===== src/rtl/jk_sync_counter.sv =====
// jk_sync_counter: modulo-MODULUS up/down counter built from JK flip-flop stages
module jk_sync_counter #(
    parameter int WIDTH   = 4,
    parameter int MODULUS = 10
) (
    input  logic             clk,
    input  logic             rst,
    input  logic             en,
    input  logic             up,
    input  logic             load,
    input  logic [WIDTH-1:0] load_val,
    output logic [WIDTH-1:0] q,
    output logic [WIDTH-1:0] qbar,
    output logic             tc,
    output logic             load_err
);
    localparam logic [WIDTH:0]   mod_w = (WIDTH + 1)'(MODULUS);
    localparam logic [WIDTH-1:0] top   = WIDTH'(MODULUS - 1);
    logic [WIDTH-1:0] j, k, target, q_next;
    logic oor, at_top, at_zero, frc, run_up, run_dn;
    assign oor     = {1'b0, load_val} >= mod_w;
    assign at_top  = up & (q == top);
    assign at_zero = ~up & (q == '0);
    assign tc      = en & ~load & (at_top | at_zero);
    assign frc     = rst | load | (en & (at_top | at_zero));
    assign target  = rst ? '0 : load ? (oor ? top : load_val) : up ? '0 : top;
    assign qbar    = ~q;
    // J/K per stage: forced to the target on reset/load/wrap, otherwise toggle when all lower bits carry/borrow
    always_comb begin
        run_up = 1'b1;
        run_dn = 1'b1;
        j      = '0;
        k      = '0;
        for (int i = 0; i < WIDTH; i++) begin
            j[i]   = frc ? target[i]  : en & (up ? run_up : run_dn);
            k[i]   = frc ? ~target[i] : en & (up ? run_up : run_dn);
            run_up = run_up & q[i];
            run_dn = run_dn & ~q[i];
        end
    end
    assign q_next = (j & ~q) | (~k & q);
    // JK stage registers and one-cycle out-of-range load flag
    always_ff @(posedge clk) begin
        q        <= q_next;
        load_err <= ~rst & load & oor;
    end
endmodule


===== config.mk =====
export PLATFORM = sky130hd
export DESIGN_NAME = jk_sync_counter
export DESIGN_NICKNAME = d
export VERILOG_FILES = /design/src/rtl/jk_sync_counter.sv
export SDC_FILE = /design/constraint.sdc
export NUM_CORES = 1
export LEC_CHECK = 0
export ABC_AREA = 1
export BUFFER_PORTS_ARGS = -buffer_cell sky130_fd_sc_hd__buf_4
export CORE_AREA = 2 2 39 41
export DETAILED_ROUTE_END_ITERATION = 10
export DIE_AREA = 0 0 41 43
export PLACE_DENSITY_LB_ADDON = 0.3
export SLEW_MARGIN = 20
export SYNTH_ARGS = -nofsm -noshare
export SYNTH_HDL_FRONTEND = slang
export SYNTH_SLANG_ARGS = --single-unit

===== constraint.sdc =====
create_clock -name clk -period 2 [get_ports clk]
set_input_delay 0.2 -clock clk [delete_from_list [all_inputs] [get_ports clk]]
set_output_delay 0.2 -clock clk [all_outputs]
set_load 0.02 [all_outputs]

### Word-level counts from Yosys, hierarchy flattened

Cells that the tools add are included.

| operators by class | value |
|---|---|
| magnitude comparators | 1 |
| equal/unequal tests | 1 |
| mux-type cells | 15 |
| bitwise logic cells | 32 |
| reduce and logical (&&, ||, !) cells | 1 |

Operators with widths:

| operator | number |
|---|---|
| 4-bit 2-to-1 mux | 4 |
| 1-bit AND | 14 |
| 1-bit 2-to-1 mux | 11 |
| 1-bit inverter | 10 |
| 4-bit AND | 2 |
| 4-bit inverter | 2 |
| 4-bit == test, second input constant | 1 |
| 4-bit >= comparator, second input constant | 1 |
| 4-bit logical NOT | 1 |
| 4-bit OR | 1 |
| 1-bit OR | 3 |

| word-level totals | value |
|---|---|
| register bits after elaboration | 5 |
| bits of input ports | 9 |
| output and inout bits | 10 |

### Logic depth before layout (Yosys ltp)

Gate-level depths: netlist of the first run.

| logic depth | value |
|---|---|
| word-level depth | 9 |
| depth in mapped cells | 9 |

### Worst setup path before layout of the first run

No wires, ideal clock.

| timing | value |
|---|---|
| path type | flip-flop to output port |
| start | register q[0] |
| end | output tc |
| arrival | 1.148 ns |
| setup slack | 0.652 ns |
| cell stages (with the launch flop) | 7 |
| path buffers | 0 |
| path through | dfxtp_1 > nand2_1 > inv_1 > nand2_1 > nand2_1 > nand3_2 > nor2_1 |

| between the ends | value |
|---|---|
| longest elaborated chain between the ends | 4 |
| elaborated cells on any way between the ends | 6 |

RTL lines:

| what | line | source |
|---|---|---|
| from (decl) | 12 | `output logic [WIDTH-1:0] q,` |
| from (signal assigned) | 44 | `q <= q_next;` |
| 4-bit == test or 4-bit logical NOT (tied branches) | 22, 23 |  |
| 1-bit AND (on tied branches) | 22, 23 |  |
| 1-bit OR * | 24 | `assign tc = en & ~load & (at_top \| at_zero);` |
| 1-bit AND * | 24 |  |
| to (decl) | 14 | `output logic tc,` |

Every way passes the cells marked *; elsewhere a longest branch is shown, timed or not.

### Final worst setup path of the first run

Ends and elaborated chain as after synthesis.

==> results of run 1 <==
-- kinds of logic (layout without fill, tap and decap cells) --
group	Yosys count	in the layout	synth area share [%]
AO/OA/AOI/OAI	4	4	6.12
buffers and inverters	10	32	10.2
flip-flops	5	5	27.2
AND/OR/NAND/NOR	46	46	54.1
XOR/XNOR	1	1	2.38
-- power breakdown --
part	switching, W	internal (W)
Combinational	0.0000708	0.0000517
Clock	0.0000394	0.0000753
Sequential	0.0000122	0.000109
Total	0.000122	0.000236
-- sequential cells by signal, indices dropped and copies added (netlist names) --
register and cells:
q 4, load_err 1
-- worst min path at each step --
stage / to / slack (ns) / cells after the start
final: load_err / 0.13 / 2
after global routing: load_err / 0.14 / 2
after CTS: load_err / 0.13 / 2
after detailed placement: load_err / 0.39 / 2
after global placement: load_err / 0.39 / 2
after floorplan: load_err / 0.28 / 1
-- layout make-up --
type / instances / area share, %
Clock buffer: 4 / 4.78
Inverter: 10 / 6.83
Multi-Input combinational cell: 51 / 41.9
Sequential cell: 5 / 18.2
Tap cell: 16 / 3.64
Timing Repair Buffer: 18 / 24.6
-- metrics by stage --
stage,power [W],std cells,area [sq um],util [%]
6_report,0.000358,104,549,39.7
5_1_grt,0.000384,104,549,39.7
4_1_cts,0.000364,104,549,39.7
3_5_place_dp,0.000245,100,523,37.8
3_3_place_gp,0.000245,100,523,37.8
2_1_floorplan,0.000192,66,368,-
-- cell usage after synthesis --
master | number | area share [%]
a21o_1 | 1 | 2.0
nand4_1 | 2 | 3.4
inv_1 | 10 | 10
nor3_1 | 1 | 1.4
nor2_1 | 11 | 11
nand2_1 | 21 | 21
o21ai_0 | 2 | 2.7
nand3_2 | 1 | 2.7
o21ai_1 | 1 | 1.4
xor2_1 | 1 | 2.4
nand2_2 | 1 | 1.7
nand3_1 | 9 | 12
dfxtp_1 | 5 | 27
-- routing by layer --
layer	up-vias	global-route usage [%]	share of wire [%]
met5	-	0	0
met4	0	6.00	1.5
met3	2	3.14	11
met2	21	16.9	43
met1	195	16.5	45
li1	252	-	-
-- critical path: stages (launching register included) --
cell and delay (ns):
dfxtp_1 0.43, nand2_1 0.08, inv_1 0.05, nand2_1 0.04, nand2_1 0.08, nand3_2 0.12, nor2_1 0.12, buf_4 0.15
==> impl_metrics.toml, run 1 <==
[sta]
finalMaxSlewViolations = 0
fmax_ghz = 0.667
finalSetupViolCount = 0
finalWorstSetupSlack_ns = 0.500
finalHoldViolCount = 0
whs_ns = 0.135
tns_ns = 0
final.setup_skew_ns = 0.00239
worst_pin_slew_ns = 0.282
rsz0062_at_grt = "no"
period_needed_ns = 1.50
period_share_pct = 75.0
relSlewSlack_pct = 81.2

[clock_network]
clockRootBuffer = "clkbuf_4"
clk_path_buf_depth = 2
htree_levels = 1
postCtsSetupRepairBufs = 0
postCtsHoldBufs = 0
ctsResizeCount = 0
cts_sinks = 5
cts_tree = "yes"
clkSlewWorstSetupHoldPaths_ns = 0.04
worst_skew_pair.late_latency_ns = 0.24
cts_made_buffers = 3

[placement]
io_buffer_count = 18
place_hpwl_microns = 774
routabilityCongestion = 0.776
dp_slack_ns = 0.771

[setup_path]
cp-end-kind = "primary output"
r2r-start = "q[0]"
rrSetupSlack_ns = 0.87
ff2ff_path_depth = 9
required_ns = 1.80
start_kind = "flop"
critPathArrivalTime_ns = 1.30
startpoint = "q[0]"
crit_type = "reg -> out"
r2r_end = "q[0]"
crit_end = "tc"
crit_fanout = 8

[global_route]
grt-ovfl-total = 0
grt_pass1_wl_microns = 1450
groute.usage.overall_pct = 12.1
antenna_found_initial = 0
grt_pass1_vias = 381
grt_max_degree = 9

[logic_synthesis]
ys_seq_area_share_pct = 27.2
syn_avg_cell_area_sq_um = 5.57
synth_area_sq_um = 368
synthCells = 66
yosys_warnings = 0
syn-num-nets = 75
synth-seq-cells = 5
synthDistinctLibCells = 13

[drt]
drt_iter0_drc = 10
wl_microns = 934
wl_per_cell_microns = 8.98
drc = 0
drt-pass1-iter-count = 4
viasPerCell = 4.52
via_count = 470
ant_nets = 0

[min_path]
hold_path_startpoint = "rst"
hold_path_class = "in -> reg"

[layout]
n_antenna_cell = 0
nNetsFinal = 98
syn2layout_area_growth_pct = 49.3
layout_commonest_cell = "nand2_1"
mostFrequentLayoutCells = "nand2_1, buf_4, nor2_1"
layout-drive-gt1-share_pct = 26.1
seq_area_sq_um = 100
nFillCells = 170
multiInputGateArea_sq_um = 230

[die]
die_x_microns = 41
rows = 14
core_area_sq_um = 1380
die_area_sq_um = 1760
start_util_pct = 26.6
chipHeight_microns = 43
ios = 19

[power_and_ir_drop]
power_leakage_nw = 0.309
vdd_drop_max_v = 0.000316
powerDensity_nw_per_um2 = 652

[flow_run]
cap_violations = 0

[outcome]
status = "completed"
Power figures use the tool's default switching activity.
==> inputs of run 2 (changes only) <==
Clock period 2 ns to 1.27 ns, I/O delays scaled along.
==> impl_metrics.toml, run 2 (synthesis results as in run 1) <==
[outcome]
status = "finished with violations"
violations = "setup timing"

[clock_network]
cts_sinks = 5
cts_made_buffers = 3
clk_path_buf_depth = 2
clockRootBuffer = "clkbuf_4"
htree_levels = 1
clkSlewWorstSetupHoldPaths_ns = 0.04
cts_tree = "yes"
postCtsHoldBufs = 0
worst_skew_pair.late_latency_ns = 0.24

[placement]
routabilityCongestion = 0.768
io_buffer_count = 18
place_hpwl_microns = 809
dp_slack_ns = 0.113

[power_and_ir_drop]
seqPwrFrac_pct = 32.9
swShare_pct = 34.6
p_int_w = 0.000390
power_leakage_nw = 0.327
netSwitchingPower_w = 0.000207
vdd_drop_max_v = 0.000404
power_frac_comb_pct = 36.0
powerDensity_nw_per_um2 = 1000
pwr-share-clk_pct = 31.1

[setup_path]
crit_chain = "nor2_4, nand2_1, nand2_1, nand3_2, nor2_2, buf_4"
required_ns = 1.14
cp-end-kind = "primary output"
crit_fanout = 6
crit_path_top_delay_cell = "dfxtp_4"
critPathArrivalTime_ns = 1.15
start_kind = "flop"
path_buf_inv = 1
crit_family = "simple AND/OR/NAND/NOR gates"
max_stage_delay_ns = 0.37
crit_type = "reg -> out"
cp_common_cell = "nand2_1"

[die]
core_area_sq_um = 1380
chipHeight_microns = 43
start_util_pct = 26.6
rows = 14
ios = 19
die_x_microns = 41
die_area_sq_um = 1760

[layout]
multiInputGateArea_sq_um = 243
fin_util_pct = 42.9
mostFrequentLayoutCells = "nand2_1, buf_4, inv_1"
reg.largest.list = "q x4, load_err x1"
layout-drive-gt1-share_pct = 36.3
nNetsFinal = 101
top_register = "q"
syn2layout_area_growth_pct = 61.6
largest_reg_flops = 4
seq_area_sq_um = 110
nFillCells = 154
n_antenna_cell = 0

[sta]
period_needed_ns = 1.28
finalHoldViolCount = 0
relSlewSlack_pct = 81.8
worst_pin_slew_ns = 0.270
tns_ns = -0.0112
final.setup_skew_ns = 0.00166
finalSetupViolCount = 1
finalWorstSetupSlack_ns = -0.0112
fmax_ghz = 0.781
finalMaxSlewViolations = 0
rsz0062_at_grt = "yes"
period_share_pct = 101

[drt]
via_count = 502
viasPerCell = 4.69
drt-pass1-iter-count = 4
drt_iter0_drc = 7
wl_per_cell_microns = 9.92
drc = 0
ant_nets = 0
wl_microns = 1060

[global_route]
antenna_found_initial = 0
grt-ovfl-total = 0
groute.usage.overall_pct = 13.6
grt_max_degree = 9
grt_pass1_vias = 434
grt_pass1_wl_microns = 1610

[flow_run]
cap_violations = 0

[min_path]
hold_path_class = "in -> reg"
## run 2: what timing repair did
action / 4_1_cts / 5_1_grt
hold endpoints to repair: 0 / 0
setup endpoints to repair: 1 / 2
gates resized for setup: 7 / 2
pin swaps: 2 / 0
buffers inserted: 3 / 0
## run 2: per-layer routing
layer	global-route usage (%)	part of all wire [%]	vias up
met5	0	0	-
li1	-	-	261
met2	21.6	46	20
met4	8.00	2.4	0
met3	3.14	8.7	5
met1	15.4	43	216
## run 2: worst register-to-register path, cell delays in order, from the launching register on
cell,delay (ns)
dfxtp_4,0.37
nor2_4,0.11
nand2_1,0.05
nand2_1,0.07
nand3_2,0.09
buf_4,0.16
nand2_2,0.07
nand2_1,0.06
nand2_1,0.05
inv_1,0.03
## run 2: per-stage QoR
step / power (W) / cells / hold WS (ns) / area [sq um]
2_1_floorplan: 0.000303 / 66 / 0.204 / 370
3_3_place_gp: 0.000386 / 100 / 0.311 / 526
3_5_place_dp: 0.000387 / 100 / 0.310 / 526
4_1_cts: 0.000595 / 107 / 0.0557 / 587
5_1_grt: 0.000641 / 107 / 0.0583 / 594
6_report: 0.000597 / 107 / 0.0556 / 594
## run 2: final timing paths
kind | from | endpoint | slack [ns] | cells after the start
max reg2reg | q[1] | q[0] | 0.12 | 9
max | q[1] | tc | -0.01 | 6
min | rst | load_err | 0.06 | 2
min reg2reg | q[3] | q[3] | 0.59 | 3
## run 2: power groups by stage
stage	sequential, W	clock, W	combinational (W)
final	0.000196	0.000186	0.000215
after floorplan	0.000205	0	0.0000977
after global placement	0.000192	0	0.000194
after CTS	0.000195	0.000188	0.000212
after detailed placement	0.000194	0	0.000193
after global routing	0.000198	0.000205	0.000237
## run 2: layout make-up
cell class | instances | share of cell area [%]
flip-flops and latches | 5 | 18.5
inverters | 10 | 6.32
repair buffers | 21 | 26.5
well taps | 16 | 3.37
multi-input cells | 51 | 40.8
clock buffers | 4 | 4.42
==> inputs of run 3 (changes only) <==
Settings changed: ABC_AREA 1 to not set.
==> impl_metrics.toml, run 3 <==
[sta]
finalWorstSetupSlack_ns = -0.0220
rsz0062_at_grt = "yes"
worst_pin_slew_ns = 0.236
period_needed_ns = 1.29
tns_ns = -0.0290
finalHoldViolCount = 0
period_share_pct = 102
finalMaxSlewViolations = 0
final.setup_skew_ns = 0.000889
fmax_ghz = 0.774
relSlewSlack_pct = 84.1
finalSetupViolCount = 2

[drt]
viasPerCell = 5.04
ant_nets = 0
drt-pass1-iter-count = 2
drc = 0
via_count = 459
wl_per_cell_microns = 11.9
wl_microns = 1090
drt_iter0_drc = 5

[logic_synthesis]
synth_area_leaders = "dfxtp_1, o21ai_0, inv_1"
synthDistinctLibCells = 28
syn-num-nets = 56
synthCells = 47
synth-seq-cells = 5
yosys_warnings = 0
synthTopCellsByCount = "dfxtp_1, inv_1, nor2_1"
synth_top_area_share_pct = 26.8
ys_async_sr_fraction_pct = 0
synth-edff-count = 0
ys_seq_area_share_pct = 26.8
synth_top_cell_by_area = "dfxtp_1"
syn_avg_cell_area_sq_um = 7.96
synth_area_sq_um = 374
synth_flop_cell = "dfxtp_1"

[min_path]
hold_path_startpoint = "rst"
min_to = "q[3]"
min_path_cells = 2
hold_path_class = "in -> reg"

[outcome]
status = "finished with violations"
violations = "setup timing"

[setup_path]
crit_type = "reg -> reg"
max_stage_delay_ns = 0.52
crit_path_top_delay_cell = "or4_4"
r2r-start = "q[1]"
crit_fanout = 3
cp-end-kind = "flop"
r2r_end = "q[3]"
critPathArrivalTime_ns = 1.46
path_buf_inv = 0
ff2ff_path_depth = 4
start_kind = "flop"
required_ns = 1.44
rrSetupSlack_ns = -0.02
crit_chain = "or4_4, o31ai_2, a32oi_1, a21oi_2"
crit_family = "simple AND/OR/NAND/NOR gates"

[layout]
syn2layout_area_growth_pct = 77.3
stdcell_count = 91
nFillCells = 142
nNetsFinal = 85
n_antenna_cell = 0
mostFrequentLayoutCells = "buf_4, inv_1, nor2_1, clkbuf_4"
largest_reg_flops = 4
final_area_sq_um = 663
layout_commonest_cell = "buf_4"
top_register = "q"
reg.largest.list = "q x4, load_err x1"
layout-drive-gt1-share_pct = 62.7

[placement]
dpl_cell_area_sq_um = 533
dp_slack_ns = -0.0207
routabilityCongestion = 0.710
io_buffer_count = 18
place_hpwl_microns = 753
dp.cells = 80

[flow_run]
cap_violations = 0

[clock_network]
worst_skew_pair.late_latency_ns = 0.24
clkSlewWorstSetupHoldPaths_ns = 0.04
htree_levels = 1
cts_sinks = 5
clk_path_buf_depth = 2
cts_made_buffers = 3
clockRootBuffer = "clkbuf_4"
cts_tree = "yes"

[power_and_ir_drop]
powerDensity_nw_per_um2 = 922
p_total_w = 0.000612
vdd_drop_max_v = 0.000660
power_leakage_nw = 0.298

[global_route]
groute.usage.overall_pct = 13.8
grt_max_degree = 12
antenna_found_initial = 0
grt-ovfl-total = 0
grt_pass1_wl_microns = 1640
grt_pass1_vias = 400

[die]
die_x_microns = 41
die_area_sq_um = 1760
start_util_pct = 27.0
ios = 19
chipHeight_microns = 43
rows = 14
core_area_sq_um = 1380
run 3: changes by cell type after synthesis, sizes merged, moves of 2 or more:
cell	before	now
nand2	22	2
nand3	10	0
nor2	11	5
inv	10	5
a21oi	0	2
buf	0	2
nand2b	0	2
nand4	2	0
run 3: what timing repair did:
action	CTS	global route
hold buffers	0	0
setup buffers	5	2
gates resized for setup	9	7
cloned	0	0
endpoints found under the setup margin	3	4
pin swaps	6	6
run 3: layout make-up:
type | count | area (sq um) | area share, %
Multi-Input combinational cell | 34 | 278 | 41.9
Timing Repair Buffer | 27 | 210 | 31.7
Sequential cell | 5 | 110 | 16.6
Clock buffer | 4 | 26.3 | 3.96
Tap cell | 16 | 20.0 | 3.02
Inverter | 5 | 18.8 | 2.83
run 3: per-stage QoR:
| step | util (%) | hold WS [ns] |
|---|---|---|
| global route | 47.9 | 0.0859 |
| global placement | 38.5 | 0.336 |
| finish | 47.9 | 0.0920 |
| detailed placement | 38.5 | 0.340 |
| CTS | 45.1 | 0.0885 |
| floorplan | - | 0.189 |
run 3: worst max-delay path by stage:
stage / startpoint / to / slack (ns) / depth (start not counted)
after CTS: q[1] / q[3] / 0.001 / 4
final: q[1] / q[3] / -0.02 / 4
after global placement: q[1] / q[3] / -0.02 / 4
after detailed placement: q[1] / q[3] / -0.02 / 4
after floorplan: q[0] / q[3] / -0.08 / 5
after global routing: q[0] / tc / -0.06 / 4
run 3: logic make-up (layout without fill, tap and decap cells):
kind of cell           after synthesis  after routing  share of synthesized area [%]
AO/OA/AOI/OAI                       15             15                           30.4
flip-flops                           5              5                           26.8
XOR/XNOR                             3              3                           7.02
buffers and inverters                8             36                           10.7
AND/OR/NAND/NOR                     16             16                           25.1
run 3: where the power goes:
part | total (W) | internal (W) | switching (W) | leakage, nW
sequential | 0.000190 | 0.000170 | 0.0000200 | 0.0432
combinational | 0.000241 | 0.000124 | 0.000116 | 0.240
clock | 0.000181 | 0.000119 | 0.0000624 | 0.0150
total | 0.000612 | 0.000413 | 0.000199 | 0.298
run 3: layer usage:
metal / vias to the layer above / share of wire (%) / track usage, %
li1: 229 / - / -
met1: 217 / 43 / 15.8
met2: 11 / 51 / 22.8
met3: 2 / 5.2 / 1.57
met4: 0 / 1.1 / 8.00
met5: - / 0 / 0
